--- config.mk ---
export PLATFORM = sky130hd
export DESIGN_NAME = pir_scan_sched
export DESIGN_NICKNAME = d
export VERILOG_FILES = /design/src/rtl/pir_pkg.sv /design/src/rtl/pir_rr_pick.sv /design/src/rtl/pir_scan_sched.sv
export SDC_FILE = /design/constraint.sdc
export NUM_CORES = 1
export LEC_CHECK = 0
export ABC_AREA = 1
export BUFFER_PORTS_ARGS = -buffer_cell sky130_fd_sc_hd__buf_2
export CORE_MARGIN = 2
export CORE_UTILIZATION = 50
export DETAILED_ROUTE_END_ITERATION = 7
export GPL_TIMING_DRIVEN = 0
export PLACE_DENSITY = 0.85
export SETUP_SLACK_MARGIN = 0.5
export SYNTH_ARGS = -nofsm -noshare
export SYNTH_HDL_FRONTEND = slang
export SYNTH_SLANG_ARGS = --single-unit
export TNS_END_PERCENT = 1
--- constraint.sdc ---
create_clock -name clk -period 2.6 [get_ports clk]
set_input_delay 0.52 -clock clk [delete_from_list [all_inputs] [get_ports clk]]
set_output_delay 0.52 -clock clk [all_outputs]
set_load 0.01 [all_outputs]
--- src/rtl/pir_pkg.sv ---
// pir_pkg -- shared types and constants for the PIR scan scheduler.
//   pir_state_t           : scheduler FSM state encoding
//   SENSOR_ID_1..3        : event id values reported on evt_id
//   DEFAULT_SAMPLE_DIV    : default cycles between sensor samples
//   DEFAULT_THRESH        : default motion threshold on the 7-bit averages
//   DEFAULT_HOLDOFF       : default per-sensor suppression length
//   SAMPLES_PER_ROUND     : 4 samples for each of the 3 sensors
package pir_pkg;

   typedef enum logic [1:0] {
      IDLE   = 2'd0,
      SAMPLE = 2'd1,
      EVAL   = 2'd2,
      REPORT = 2'd3
   } pir_state_t;

   localparam logic [1:0] SENSOR_ID_1 = 2'd1;
   localparam logic [1:0] SENSOR_ID_2 = 2'd2;
   localparam logic [1:0] SENSOR_ID_3 = 2'd3;

   localparam int DEFAULT_SAMPLE_DIV = 2;
   localparam int DEFAULT_THRESH     = 50;
   localparam int DEFAULT_HOLDOFF    = 100;

   localparam int SAMPLES_PER_ROUND  = 12;

endpackage

--- src/rtl/pir_rr_pick.sv ---
// pir_rr_pick -- combinational round-robin picker over three pending sensors.
//   pend    in  3 : pending flags, bit i = sensor i+1
//   last_id in  2 : id of the last accepted event (0 or 3 both mean "start at 1")
//   id      out 2 : first pending sensor after last_id, 0 when none
//   found   out 1 : a pending sensor was found
module pir_rr_pick
   import pir_pkg::*;
(
   input  logic [2:0] pend,
   input  logic [1:0] last_id,
   output logic [1:0] id,
   output logic       found
);

   logic [1:0] order [3];

   // Search order begins with the sensor right after the last accepted one.
   always_comb begin
      case (last_id)
         SENSOR_ID_1: order = '{SENSOR_ID_2, SENSOR_ID_3, SENSOR_ID_1};
         SENSOR_ID_2: order = '{SENSOR_ID_3, SENSOR_ID_1, SENSOR_ID_2};
         default:     order = '{SENSOR_ID_1, SENSOR_ID_2, SENSOR_ID_3};
      endcase
   end

   // Walk from lowest priority to highest so the earliest hit in order wins.
   always_comb begin
      id    = 2'd0;
      found = 1'b0;
      for (int k = 2; k >= 0; k--) begin
         if (pend[order[k] - 2'd1]) begin
            id    = order[k];
            found = 1'b1;
         end
      end
   end

endmodule

--- src/rtl/pir_scan_sched.sv ---
// pir_scan_sched -- samples three PIR sensors round-robin, averages four
// samples per sensor, and offers over-threshold sensors as valid/ready events.
//   clk, rst_n             : clock, synchronous active-low reset
//   turn                   : 1 runs scanning, 0 parks the block in IDLE
//   pir_sensor_1..3  in  7 : raw sensor levels
//   evt_valid/evt_ready    : event handshake
//   evt_id           out 2 : sensor number of the offered event (1..3)
//   evt_value        out 7 : average of the offered sensor
//   avg_1..3         out 7 : last computed averages
//   round_done       out 1 : one-cycle pulse in EVAL
//   busy             out 1 : high outside IDLE
// Optional feature: define PIR_HOLDOFF_EN to add per-sensor holdoff counters
// that suppress a sensor for HOLDOFF cycles after its event is accepted.
module pir_scan_sched
   import pir_pkg::*;
#(
   parameter int SAMPLE_DIV = DEFAULT_SAMPLE_DIV,
   parameter int THRESH     = DEFAULT_THRESH,
   parameter int HOLDOFF    = DEFAULT_HOLDOFF
)(
   input  logic       clk,
   input  logic       rst_n,
   input  logic       turn,
   input  logic [6:0] pir_sensor_1,
   input  logic [6:0] pir_sensor_2,
   input  logic [6:0] pir_sensor_3,
   output logic       evt_valid,
   input  logic       evt_ready,
   output logic [1:0] evt_id,
   output logic [6:0] evt_value,
   output logic [6:0] avg_1,
   output logic [6:0] avg_2,
   output logic [6:0] avg_3,
   output logic       round_done,
   output logic       busy
);

   if (SAMPLE_DIV < 1 || SAMPLE_DIV > 15) begin : g_bad_div
      $error("pir_scan_sched: SAMPLE_DIV out of range 1..15");
   end
   if (HOLDOFF < 1 || HOLDOFF > 127) begin : g_bad_holdoff
      $error("pir_scan_sched: HOLDOFF out of range 1..127");
   end

   pir_state_t state, state_next;
   logic [3:0] div;
   logic [1:0] sel;
   logic [3:0] cnt;
   logic [8:0] acc [3];
   logic [6:0] avg [3];
   logic [6:0] avg_new [3];
   logic [2:0] pend, pend_eval, pend_after, pick_mask, suppress;
   logic [1:0] last_id, pick_id;
   logic       pick_found, div_tc, last_sample, transfer;
   logic [6:0] sample;

   pir_rr_pick u_pick (
      .pend    (pend),
      .last_id (last_id),
      .id      (pick_id),
      .found   (pick_found)
   );

   // Sample strobe, the sensor currently selected, and end-of-round detect.
   always_comb begin
      div_tc      = (div == 4'(SAMPLE_DIV - 1));
      last_sample = div_tc && (cnt == 4'(SAMPLES_PER_ROUND - 1));
      case (sel)
         2'd0:    sample = pir_sensor_1;
         2'd1:    sample = pir_sensor_2;
         default: sample = pir_sensor_3;
      endcase
   end

   // Averages and threshold test used when EVAL commits a round.
   always_comb begin
      for (int i = 0; i < 3; i++) begin
         avg_new[i]   = acc[i][8:2];
         pend_eval[i] = (int'(avg_new[i]) >= THRESH) && !suppress[i];
      end
   end

   // A transfer retires the picked sensor; a parked block never transfers.
   always_comb begin
      case (pick_id)
         SENSOR_ID_1: pick_mask = 3'b001;
         SENSOR_ID_2: pick_mask = 3'b010;
         SENSOR_ID_3: pick_mask = 3'b100;
         default:     pick_mask = 3'b000;
      endcase
      transfer   = (state == REPORT) && evt_ready && pick_found && turn;
      pend_after = pend & ~pick_mask;
   end

   // State register.
   always_ff @(posedge clk) begin
      if (!rst_n) state <= IDLE;
      else        state <= state_next;
   end

   // Next-state and handshake outputs; turn=0 overrides every state.
   always_comb begin
      state_next = state;
      evt_valid  = (state == REPORT);
      round_done = (state == EVAL);
      busy       = (state != IDLE);
      evt_id     = 2'd0;
      evt_value  = 7'd0;
      if (state == REPORT) begin
         evt_id = pick_id;
         case (pick_id)
            SENSOR_ID_1: evt_value = avg[0];
            SENSOR_ID_2: evt_value = avg[1];
            SENSOR_ID_3: evt_value = avg[2];
            default:     evt_value = 7'd0;
         endcase
      end
      if (!turn) begin
         state_next = IDLE;
      end else begin
         case (state)
            IDLE:    state_next = SAMPLE;
            SAMPLE:  if (last_sample) state_next = EVAL;
            EVAL:    state_next = (pend_eval != 3'b000) ? REPORT : SAMPLE;
            REPORT:  if (transfer && pend_after == 3'b000) state_next = SAMPLE;
            default: state_next = IDLE;
         endcase
      end
   end

   // Sampling datapath, round commit and pending-event bookkeeping.
   always_ff @(posedge clk) begin
      if (!rst_n) begin
         div     <= '0;
         sel     <= '0;
         cnt     <= '0;
         pend    <= '0;
         last_id <= '0;
         for (int i = 0; i < 3; i++) begin
            acc[i] <= '0;
            avg[i] <= '0;
         end
      end else if (!turn || state == IDLE) begin
         div  <= '0;
         sel  <= '0;
         cnt  <= '0;
         pend <= '0;
         for (int i = 0; i < 3; i++) acc[i] <= '0;
      end else begin
         case (state)
            SAMPLE: begin
               if (div_tc) begin
                  div <= '0;
                  sel <= (sel == 2'd2) ? 2'd0 : sel + 2'd1;
                  cnt <= last_sample ? 4'd0 : cnt + 4'd1;
                  for (int i = 0; i < 3; i++) begin
                     if (sel == 2'(i)) acc[i] <= acc[i] + {2'b00, sample};
                  end
               end else begin
                  div <= div + 4'd1;
               end
            end
            EVAL: begin
               pend <= pend_eval;
               for (int i = 0; i < 3; i++) begin
                  avg[i] <= avg_new[i];
                  acc[i] <= '0;
               end
            end
            REPORT: begin
               if (transfer) begin
                  pend    <= pend_after;
                  last_id <= pick_id;
               end
            end
            default: ;
         endcase
      end
   end

`ifdef PIR_HOLDOFF_EN
   logic [6:0] hold_cnt [3];

   // Holdoff counters: reload on the sensor's accepted event, count down while scanning.
   always_ff @(posedge clk) begin
      if (!rst_n || state == IDLE) begin
         for (int i = 0; i < 3; i++) hold_cnt[i] <= '0;
      end else begin
         for (int i = 0; i < 3; i++) begin
            if (transfer && pick_mask[i])
               hold_cnt[i] <= 7'(HOLDOFF);
            else if (hold_cnt[i] != 7'd0 && turn)
               hold_cnt[i] <= hold_cnt[i] - 7'd1;
         end
      end
   end

   always_comb begin
      for (int i = 0; i < 3; i++) suppress[i] = (hold_cnt[i] != 7'd0);
   end
`else
   assign suppress = 3'b000;
`endif

   assign avg_1 = avg[0];
   assign avg_2 = avg[1];
   assign avg_3 = avg[2];

endmodule

==> metrics <==
final WL=10,190 um; hpwl dp=7074 um; Synth Cell Area=4144 sq um; placed inst area=4639 sq um; Setup TNS=-1993 ps; Avg WL per Cell=14.00 um; Synth Instances=533; status=finished, violations left; H-tree depth=3; number of flops mapped to enable cells by yosys=48; DR vias=3,777; post-synthesis sequential area ratio=43.00%; Max Clk Rate=346.1 MHz; Worst Min Path Start=rst_n; Worst Skew=8.961 ps; GR peak layer=met2; Worst Path Required=2080 ps; worst r2r dst=acc[0][17]; met2 global-route usage=39.18%; reg-to-reg startpoint=sel[1]; Max Root-Sink Buffers=2; Starting Density=50.95%; Core ar.=8134 sq um; Final ANT Viol Nets=0; Final Worst Setup Slack=-289.4 ps; most frequent CP cell=nand2_2; Post-Place Setup Slack=-196.6 ps; Synth Area per Inst=7.775 sq um; synthesized flop and latch total=65; post-synthesis async set-or-reset flop share=0%; Synth top area share=34.78%; WP buf/inv=6; clock buffer count from CTS=9; Worst Setup End Kind=output pin; synth cell count leaders=101 x nand2_1, 91 x inv_1, 77 x nor2_1, 48 x edfxtp_1, 44 x a21oi_1; CP Class=register to output pin; layout cell share with drive strength beyond 1=32.26%; Startpoint Class=register; post-synth top area cell=edfxtp_1; syn_nets=591; GPL Wtd Cong=0.7948; Clock Latency Late Sink=360 ps; Root Buffer=clkbuf_8; Port Buffers=57; met3 Use GR=4.111%; CP max stage delay=360 ps; worst path arrival time=2370 ps; DRT iter0 DRCs=238; slew at the pin with the worst max-slew slack=852.9 ps; largest net degree at the start of global routing=22; post-route DRC violation count=0; # IOs=58; CTS sink cnt=65; gr usage total=22.42%; Rows=33; max cap viols=0; CP max stage cell=dfxtp_4; power density over the cells=431.8 nW/um^2; utilization after layout=65.17%; post-synth cell types=29; Lkg Pwr=2.470 nW; min Tclk post-route=2889 ps; Worst path top cell family by delay=simple AND/OR/NAND/NOR gates; width of the die=95.04 um; YS warnings=0; CTS clk-pin slew, worst paths=70 ps; HP Class=input pin to register; chip height=95.04 um; global route overflow=0; fin. max-slew vios=0; critical path, cell by cell=buf_4 > ha_4 > inv_2 > nand2_1 > nand2_2 > nand2_1 > nand2_2 > nand2_2 > inv_1 > nor2_4 > nand2_2 > clkinv_4 > nand2_2 > nand3_2 > nand2_1 > inv_1 > buf_2; violated checks=negative setup slack; most numerous cell in the Yosys netlist=nand2_1; First-pass DRT Iterations=5; area delta synth->final=27.93%; Hold Crit Depth=3; Worst R2R Path Depth=18; Peak VDD IR=0.2792 mV; FF-to-FF setup slack=-130 ps; Ant. Diodes=0; Final period util=111.1%; Min-Delay Endpoint=last_id[1]; Final Setup Violations=12; top_reg_cell synth=edfxtp_1; max_slew headroom=43.00%; nets=676; CTS tree=yes; Finished Cell Area=5301 sq um; Area contributors post-synth=edfxtp_1 35%, nand2_1 9.1%, ha_1 9.1%; antenna violations before repair=0; vias per cell=5.188; GRT met1 Usage=27.35%; hold_ws=424.4 ps; vias in the first global route=3,529; RSZ-0062 raised after global routing=yes; Hold Fails Final Rpt=0; CP max FO=7; first-pass GRT wire length=15,770 um; die footprint=9033 sq um
[sequential cells by signal, summed over array words and instances, names as in the netlist]
signal and count:
avg 21, sel 2, last_id 2, state 2, acc 27, cnt 4, pend 3, div 4
[worst register-to-register path, cell delays in order, from the launching register on]
cell	delay, ps
dfxtp_2	330
clkbuf_16	160
nor2_4	160
a221oi_2	100
nor2_2	210
ha_2	230
inv_2	40
fa_2	320
inv_2	70
nand3_1	70
nand2_1	90
nand2_1	50
inv_1	60
or2_4	110
a21oi_2	50
o21ai_1	140
nand2_1	90
o21ai_1	130
a21oi_1	50
[kinds of logic (layout without fill, tap and decap cells)]
| kind of cell | after synthesis | in the layout | share of synthesized area (%) |
|---|---|---|---|
| adders and majority gates | 33 | 33 | 10.51 |
| AOI/OAI and AO/OA | 88 | 88 | 11.38 |
| buffers and inverters | 102 | 192 | 9.360 |
| xor gates and xnor gates | 1 | 1 | 0.2114 |
| DFF | 65 | 65 | 43.00 |
| and+or+nand+nor | 244 | 244 | 25.54 |
[what timing repair did]
action | in CTS | in global routing
setup endpoints to repair | 41 | 52
pin swaps | 17 | 28
buffers inserted | 8 | 8
resized for setup | 51 | 57
hold buffers | 0 | 0
[where the power goes]
| part | internal [mW] | total, mW | switching [mW] |
|---|---|---|---|
| clock network | 0.535 | 0.931 | 0.396 |
| registers | 1.13 | 1.15 | 0.0198 |
| logic | 0.0780 | 0.205 | 0.127 |
[layout by cell type (no fill, tap or decap), types with 4 or more instances in the layout]
cell type / instances
nand2_1: 83
inv_1: 75
nor2_1: 70
buf_2: 57
edfxtp_1: 48
a21oi_1: 36
nand2_2: 23
ha_1: 23
nand3_1: 22
o21ai_0: 21
buf_4: 16
nand3_2: 15
inv_2: 12
o21ai_1: 12
dfxtp_1: 11
clkbuf_8: 9
nor2_4: 8
a21oi_2: 6
inv_4: 5
clkbuf_1: 5
nand2_4: 5
ha_2: 5
nor2_2: 4
nor3_1: 4
dfxtp_2: 4
[metal layers]
metal,part of all wire (%),up-vias
met4,1.7,0
met1,43,1731
li1,-,1914
met3,4.0,18
met5,0,-
met2,51,114
[worst max-delay path by stage]
stage,startpoint,to,slack [ps],cells after the start
finish,last_id[0],evt_value[0],-290,17
detailed placement,pir_sensor_1[2],acc[0][25],-200,14
global route,last_id[0],evt_value[1],-340,17
floorplan,sel[1],acc[0][26],110,15
CTS,last_id[0],evt_value[4],-150,15
global placement,state[1],acc[0][25],-230,6
[metrics by stage]
stage,instances,power (mW)
final,728,2.289
after global routing,728,2.368
after CTS,720,2.277
after detailed placement,696,1.362
after global placement,695,1.353
after floorplan,533,1.294
[layout make-up]
type / instances / area [sq um]
tap: 105 / 131.4
clock inverter: 6 / 82.58
multi-input combinational: 366 / 2303
inverter: 96 / 394.1
fill: 638 / 2833
sequential: 65 / 1794
timing repair buffer: 74 / 416.7
buffer: 6 / 51.30
clock buffer: 10 / 127.6
No activity file was read; power rests on OpenSTA's default activity.
